===== src/rtl/uart_rx_fifo.sv =====
// uart_rx_fifo: 8N1 oversampling UART receiver feeding a show-ahead byte FIFO.
// Latency: rx falling edge to byte readable = 2 + CLOCK_DIVIDE/2 + 9*CLOCK_DIVIDE + 1 clocks.
// Backpressure: none toward the line; a byte completing into a full FIFO without a pop is dropped and flags overrun.
module uart_rx_fifo #(
  parameter  int CLOCK_DIVIDE = 10416,
  parameter  int FIFO_DEPTH   = 8,
  localparam int CW           = $clog2(FIFO_DEPTH + 1)
) (
  input  logic          clk,
  input  logic          rst_n,      // synchronous, active-high
  input  logic          rx,
  input  logic          rd_en,
  output logic [7:0]    rd_data,
  output logic          empty,
  output logic          full,
  output logic [CW-1:0] count,
  output logic          frame_err,
  output logic          overrun,
  input  logic          clr_err
);

  localparam int PW = $clog2(FIFO_DEPTH);

  // Bit-timer compare points: half a bit to reach the middle of the start
  // bit, then whole bits from there so every later sample is mid-bit too.
  localparam logic [13:0] HALF_M1 = 14'(CLOCK_DIVIDE / 2 - 1);
  localparam logic [13:0] FULL_M1 = 14'(CLOCK_DIVIDE - 1);

  typedef enum logic [2:0] {
    S_IDLE,
    S_START,
    S_DATA,
    S_STOP,
    S_BREAK
  } state_t;

  // ---------------------------------------------------------------------
  // Line synchroniser
  // ---------------------------------------------------------------------
  logic rx_meta_q;
  logic rx_s_q;

  // Two-flop synchroniser; both flops reset to the idle (high) line level.
  always_ff @(posedge clk) begin
    if (rst_n) begin
      rx_meta_q <= 1'b1;
      rx_s_q    <= 1'b1;
    end else begin
      rx_meta_q <= rx;
      rx_s_q    <= rx_meta_q;
    end
  end

  // ---------------------------------------------------------------------
  // Deframer FSM
  // ---------------------------------------------------------------------
  state_t      state_q, state_d;
  logic [13:0] cnt_q, cnt_d;
  logic [2:0]  bit_idx_q, bit_idx_d;
  logic [7:0]  sh_q, sh_d;
  logic        push;
  logic        frame_set;

  // Deframer state registers.
  always_ff @(posedge clk) begin
    if (rst_n) begin
      state_q   <= S_IDLE;
      cnt_q     <= '0;
      bit_idx_q <= '0;
      sh_q      <= '0;
    end else begin
      state_q   <= state_d;
      cnt_q     <= cnt_d;
      bit_idx_q <= bit_idx_d;
      sh_q      <= sh_d;
    end
  end

  // Next-state logic: bit timing, mid-bit sampling and the push/error strobes.
  always_comb begin
    state_d   = state_q;
    cnt_d     = cnt_q + 14'd1;
    bit_idx_d = bit_idx_q;
    sh_d      = sh_q;
    push      = 1'b0;
    frame_set = 1'b0;

    case (state_q)
      S_IDLE: begin
        cnt_d = '0;
        if (!rx_s_q) begin
          state_d = S_START;
        end
      end

      S_START: begin
        if (cnt_q == HALF_M1) begin
          cnt_d = '0;
          if (!rx_s_q) begin
            state_d   = S_DATA;
            bit_idx_d = '0;
          end else begin
            // Line went back high before mid start bit: treat as noise.
            state_d = S_IDLE;
          end
        end
      end

      S_DATA: begin
        if (cnt_q == FULL_M1) begin
          cnt_d     = '0;
          sh_d      = {rx_s_q, sh_q[7:1]};
          bit_idx_d = bit_idx_q + 3'd1;
          if (bit_idx_q == 3'd7) begin
            state_d = S_STOP;
          end
        end
      end

      S_STOP: begin
        if (cnt_q == FULL_M1) begin
          cnt_d = '0;
          if (rx_s_q) begin
            push    = 1'b1;
            state_d = S_IDLE;
          end else begin
            // Bad stop bit: drop the byte and wait out a possible break so a
            // line held low cannot be decoded as a stream of 0x00 frames.
            frame_set = 1'b1;
            state_d   = S_BREAK;
          end
        end
      end

      S_BREAK: begin
        cnt_d = '0;
        if (rx_s_q) begin
          state_d = S_IDLE;
        end
      end

      default: begin
        cnt_d   = '0;
        state_d = S_IDLE;
      end
    endcase
  end

  // ---------------------------------------------------------------------
  // Byte FIFO
  // ---------------------------------------------------------------------
  logic [7:0]    mem_q [FIFO_DEPTH];
  logic [PW-1:0] wptr_q, wptr_d;
  logic [PW-1:0] rptr_q, rptr_d;
  logic [CW-1:0] count_q, count_d;
  logic          pop;
  logic          wr_ok;
  logic          ovr_set;
  logic          frame_err_q, frame_err_d;
  logic          overrun_q, overrun_d;

  assign empty   = (count_q == '0);
  assign full    = (count_q == CW'(FIFO_DEPTH));
  assign count   = count_q;
  assign rd_data = empty ? 8'h00 : mem_q[rptr_q];

  // A pop in the same cycle frees the slot, so a push into a full FIFO
  // alongside a pop is accepted rather than counted as an overrun.
  assign pop     = rd_en && !empty;
  assign wr_ok   = push && (!full || pop);
  assign ovr_set = push && full && !pop;

  // Pointer, occupancy and sticky-flag next state.
  always_comb begin
    wptr_d      = wptr_q;
    rptr_d      = rptr_q;
    count_d     = count_q;
    frame_err_d = frame_err_q;
    overrun_d   = overrun_q;

    if (wr_ok) begin
      wptr_d = wptr_q + PW'(1);
    end
    if (pop) begin
      rptr_d = rptr_q + PW'(1);
    end

    case ({wr_ok, pop})
      2'b10:   count_d = count_q + CW'(1);
      2'b01:   count_d = count_q - CW'(1);
      default: count_d = count_q;
    endcase

    // Clear first so a coinciding set event takes priority.
    if (clr_err) begin
      frame_err_d = 1'b0;
      overrun_d   = 1'b0;
    end
    if (frame_set) begin
      frame_err_d = 1'b1;
    end
    if (ovr_set) begin
      overrun_d = 1'b1;
    end
  end

  // FIFO control and flag registers; reset flushes the queue by pointer.
  always_ff @(posedge clk) begin
    if (rst_n) begin
      wptr_q      <= '0;
      rptr_q      <= '0;
      count_q     <= '0;
      frame_err_q <= 1'b0;
      overrun_q   <= 1'b0;
    end else begin
      wptr_q      <= wptr_d;
      rptr_q      <= rptr_d;
      count_q     <= count_d;
      frame_err_q <= frame_err_d;
      overrun_q   <= overrun_d;
    end
  end

  // Storage array; contents need no reset because empty masks rd_data.
  always_ff @(posedge clk) begin
    if (wr_ok) begin
      mem_q[wptr_q] <= sh_q;
    end
  end

  assign frame_err = frame_err_q;
  assign overrun   = overrun_q;

endmodule


===== config.mk =====
export PLATFORM = sky130hd
export DESIGN_NAME = uart_rx_fifo
export DESIGN_NICKNAME = d
export VERILOG_FILES = /design/src/rtl/uart_rx_fifo.sv
export SDC_FILE = /design/constraint.sdc
export NUM_CORES = 1
export LEC_CHECK = 0
export ABC_AREA = 0
export CORE_MARGIN = 4
export CORE_UTILIZATION = 40
export CTS_BUF_LIST = sky130_fd_sc_hd__clkbuf_8 sky130_fd_sc_hd__clkbuf_16
export DETAILED_ROUTE_END_ITERATION = 16
export GPL_TIMING_DRIVEN = 0
export PLACE_DENSITY = 0.65
export SLEW_MARGIN = 10
export SYNTH_ARGS = -nofsm -noshare
export SYNTH_HDL_FRONTEND = slang
export SYNTH_SLANG_ARGS = --single-unit

===== constraint.sdc =====
create_clock -name clk -period 9.05 [get_ports clk]
set_clock_uncertainty 0.2 [all_clocks]
set_input_delay 1.3575 -clock clk [delete_from_list [all_inputs] [get_ports clk]]
set_output_delay 1.3575 -clock clk [all_outputs]
set_load 0.03 [all_outputs]

### Word-level counts from Yosys, hierarchy flattened

Memories as Yosys holds them, arrays and structs flattened. A register that Yosys moved wholly into a read port is not among the register bits.
Cells that the tools add are included.

* register bits after elaboration: 42
* memory bits (writable): 64
* input bits: 5
* output and inout bits: 16
* logic and storage cells: 84
* memories kept: 1

* add/subtract/negate cells: 6
* equal/unequal tests: 17
* mux-type cells: 31
* reductions and logical operators: 18

Memory list
* mem_q: depth 8, width 8, read ports 1, clocked after memory_dff 1, write ports 1, line 152 `logic [7:0] mem_q [FIFO_DEPTH];`

Operator list (number)
* two-way mux 3 bit: 12
* two-way mux 14 bit: 2
* case mux 14 bit (2 select lines): 1
* case mux 3 bit (5 select lines): 1
* adder 14 x 1 -> 14 bit (second input constant): 1
* == test 14 x 13 -> 1 bit (second input constant): 1
* == test 14 bit (second input constant): 1
* inequality test 2 bit (second input constant): 7
* two-way mux 1 bit: 11
* adder 3 x 1 -> 3 bit (second input constant): 3
* two-way mux 8 bit: 1
* case mux 4 bit (2 select lines): 1
* nonzero test 2 bit: 4
* == test 3 x 2 -> 1 bit (second input constant): 2
* == test 3 bit (second input constant): 2
* case mux 3 bit (2 select lines): 1
* AND reduction 6 bit: 1
* adder 4 x 1 -> 4 bit (second input constant): 1
* == test 4 bit (second input constant): 1
* logical AND 1 bit: 4
* zero test 4 bit: 1
* AND reduction 4 bit: 1
* subtractor 4 x 1 -> 4 bit (second input constant): 1
* == test 3 x 1 -> 1 bit (second input constant): 1
* 8 further kinds: 10

### Logic depth before layout (Yosys ltp)

* word-level depth: 7
* gate-level depth with buffers: 10
* depth with buffers taken out: 10

### Least setup slack after synthesis

OpenSTA, ideal clock, no wires.

* kind: input-to-reg
* start: input rd_en
* end: memory mem_q[1][0] (enable)
* library setup time: 398 ps
* arrival time: 2823 ps
* data required time: 8452 ps
* slack: 5629 ps
* stages on the path: 4
* path buffers: 1
* path through: nor2b_1 -> or3_1 -> clkbuf_2 -> nor4b_1

* longest elaborated chain between the ends: 5

Ends and longest elaborated chain
* from (decl): line 12 `input logic rd_en,`
* logical AND 1 bit: line 169 `assign pop = rd_en && !empty;`
* logical OR 1 bit: line 170 `assign wr_ok = push && (!full || pop);`
* logical AND 1 bit: line 170
* two-way mux 1 bit: line 226 `if (wr_ok) begin`
* two-way mux 1 bit (not written as such): line 227 `mem_q[wptr_q] <= sh_q;`
* to (decl): line 152

No other way between the ends.

==> summary.md <==
| Metric | Value |
|---|---|
| Via Count | 2679 |
| Area Growth Syn to Fin | 16.3% |
| Synthesized area per cell | 13.7 µm² |
| Period Utilization, post-route | about half |
| Share of the synthesized area in the top cell type | 41.9% |
| Fraction of layout instances using a drive strength above 1 | 16.8% |
| Clock buffer depth | 2 |
| Row count | 38 |
| Post-Synthesis Cells | between 300 and 400 |
| Final TNS setup | 0 ns |
| Max_cap viols | 0 |
| Syn nets | approximately 350 |
| Setup Crit Path Kind | flop to primary output |
| Worst-path clk slew | 0.08 ns |
| Startpoint types | flop |
| # diodes | 0 |
| Finished layout cell area | 5340 µm² |
| Final wirelength | 8250 µm |
| Worst Tran Pin Value | ~0.92 ns |
| Post-route minimum period | 4.59 ns |
| Crit path required time | between 7 and 8 ns |
| Fillers | 974 |
| CP Max Fanout | 10 |
| Vias per Instance | 5.20 |
| Yosys top cell by area | edfxtp_1 |
| Netlist Area Pre-Place | roughly 4600 µm² |
| Clk Latency, worst-skew pair | 0.34 ns |
| Post-CTS Repair Setup Buffers | 0 |
| RSZ-0062 raised after global routing | no |
| Worst Hold Class | flop to flop |
| Die Footprint | around 13000 µm² |
| Count leader, synth | edfxtp_1 |
| CTS sink cnt | 109 |
| Post-synth cell types | 52 |
| Setup violations, final | 0 |
| Post-synth top cells | 64 x edfxtp_1, 49 x nor2_1, 45 x dfxtp_1 |
| Power Dens Cells | around 240 nW/µm² |
| First-pass GRT wire length | 14000 µm |
| CTS tree | done |
| Largest net degree at the start of global routing | 23 |
| Total track usage | 13.6% |
| RePlAce Congestion | 0.797 |
| Leak Pwr | 0.00186 µW |
| Root buf cell | clkbuf_16 |
| Post-DP Area | 5030 µm² |
| Routed length per placed instance | 16.0 µm |
| Top_reg_cell synth | edfxtp_1 |
| Ranking of synthesized cells by area | edfxtp_1 42%, dfxtp_1 20%, mux4_2 7.8% |
| TritonCTS Buffers | 9 |
| Die Y | around 120 µm |
| Worst Min Path Start | rx_meta_q |
| Max Fclk | 218 MHz |
| Initial Util | 41.6% |
| Setup crit end kind | primary output |
| Number of global-route vias before repair | 2737 |
| Initial drt markers | approximately 120 |
| Post-DP HPWL | ~5600 µm |
| Cts hold-fix bufs | 0 |
| Final hold vios | 0 |
| Status | complete, no violations |
| Number of synthesized flops with an enable pin | between 60 and 70 |
| Final Max Slew Viols | 0 |
| Post-DRT Antenna Nets | 0 |
| Post-CTS sizing | 0 |
| I/O pin count | 21 |
| Core area | 11000 µm² |
| Htree depth | 3 |
| PortBufs | 20 |
| Yosys Warn Count | 0 |
| Register area share after synthesis | 61.5% |
| Reg2reg start | count[0] |
| Fin nets | 383 |
| Crit path DAT | 3.03 ns |
| Relative slew margins | 38.4% |
| Total gr overflow | 0 |
| Die width | between 100 and 150 µm |
| FF+latch count, synth | 109 |
| Asr flop ratio synth | 0% |
| First drt pass iteration count | 4 |
| DRC Markers | 0 |
| Worst IR Drop VDD | 200 µV |
| Antenna violations before repair | 0 |
==> placed cells by master, fill, tap and decap left out, types with 9 or more instances in the layout <==
cell type,Yosys,routed
edfxtp_1,64,64
nor2_1,49,49
dfxtp_1,45,45
clkdlybuf4s50_1,0,20
mux2i_1,18,18
mux4_2,16,16
nand2_1,12,12
inv_1,9,9
clkbuf_16,0,9
==> worst max-delay path, cell delays in order (launching register included) <==
cell and delay, ns:
dfxtp_1 0.31, clkbuf_1 0.46, buf_2 0.45, mux4_2 0.55, mux2i_1 0.24, nor2_1 0.06, clkdlybuf4s50_1 0.62
==> registers in the layout, indices dropped and copies added, names as in the netlist, named ones only <==
register	count
wptr_q	3
bit_idx_q	3
count	4
rx_meta_q	1
mem_q	64
overrun	1
state_q	3
sh_q	8
rptr_q	3
cnt_q	14
frame_err	1
rx_s_q	1
==> path summary, 6_finish.rpt <==
kind	slack [ns]	end	cells past startpoint
worst max-delay path	4.46	rd_data[7]	6
worst min-delay path	0.22	rx_s_q	1
worst max register to register	5.87	count[3]	9
worst min register to register	0.22	rx_s_q	1
==> report_power, final <==
group | total (µW) | leakage, µW | internal (µW) | switching [µW]
clock | 394 | 0.000150 | 198 | 196
combinational | 324 | 0.000751 | 146 | 178
sequential | 548 | 0.000957 | 532 | 16.6
total | 1270 | 0.00186 | 876 | 390
==> cell type report <==
| type | count | area [µm²] | area share [%] |
|---|---|---|---|
| Inverter | 10 | 37.5 | 0.703 |
| Clock buffer | 9 | 225 | 4.22 |
| Tap cell | 140 | 175 | 3.28 |
| Clock inverter | 7 | 86.3 | 1.62 |
| Sequential cell | 109 | 2820 | 52.9 |
| Multi-Input combinational cell | 201 | 1700 | 31.8 |
| Timing Repair Buffer | 23 | 223 | 4.17 |
| Buffer | 16 | 72.6 | 1.36 |
==> layer usage <==
layer | vias up | GRT usage, % | share of wire (%)
met5 | - | 0 | 0
met4 | 0 | 3.52 | 0.70
met3 | 5 | 3.11 | 4.0
met2 | 53 | 21.3 | 46
met1 | 1311 | 19.2 | 49
li1 | 1310 | - | -
==> per-stage QoR <==
step,hold WS (ns),power [µW],worst slack (ns),util [%],instances
final,0.217,1270,4.46,48.4,515
after global routing,0.243,1320,4.21,48.4,515
after CTS,0.218,1280,4.37,48.4,515
after detailed placement,0.201,889,4.75,45.6,499
after global placement,0.197,882,4.26,45.0,496
after floorplan,0.189,782,5.63,-,336
==> cell families after synthesis <==
group                      synth area share, %
and+or+nand+nor                           14.5
DFF                                       61.5
muxes                                     12.3
AOI/OAI and AO/OA                         3.93
buffers and inverters                     2.40
xor gates and xnor gates                  3.05
adders and majority gates                 2.34
Power figures use the tool's default switching activity.
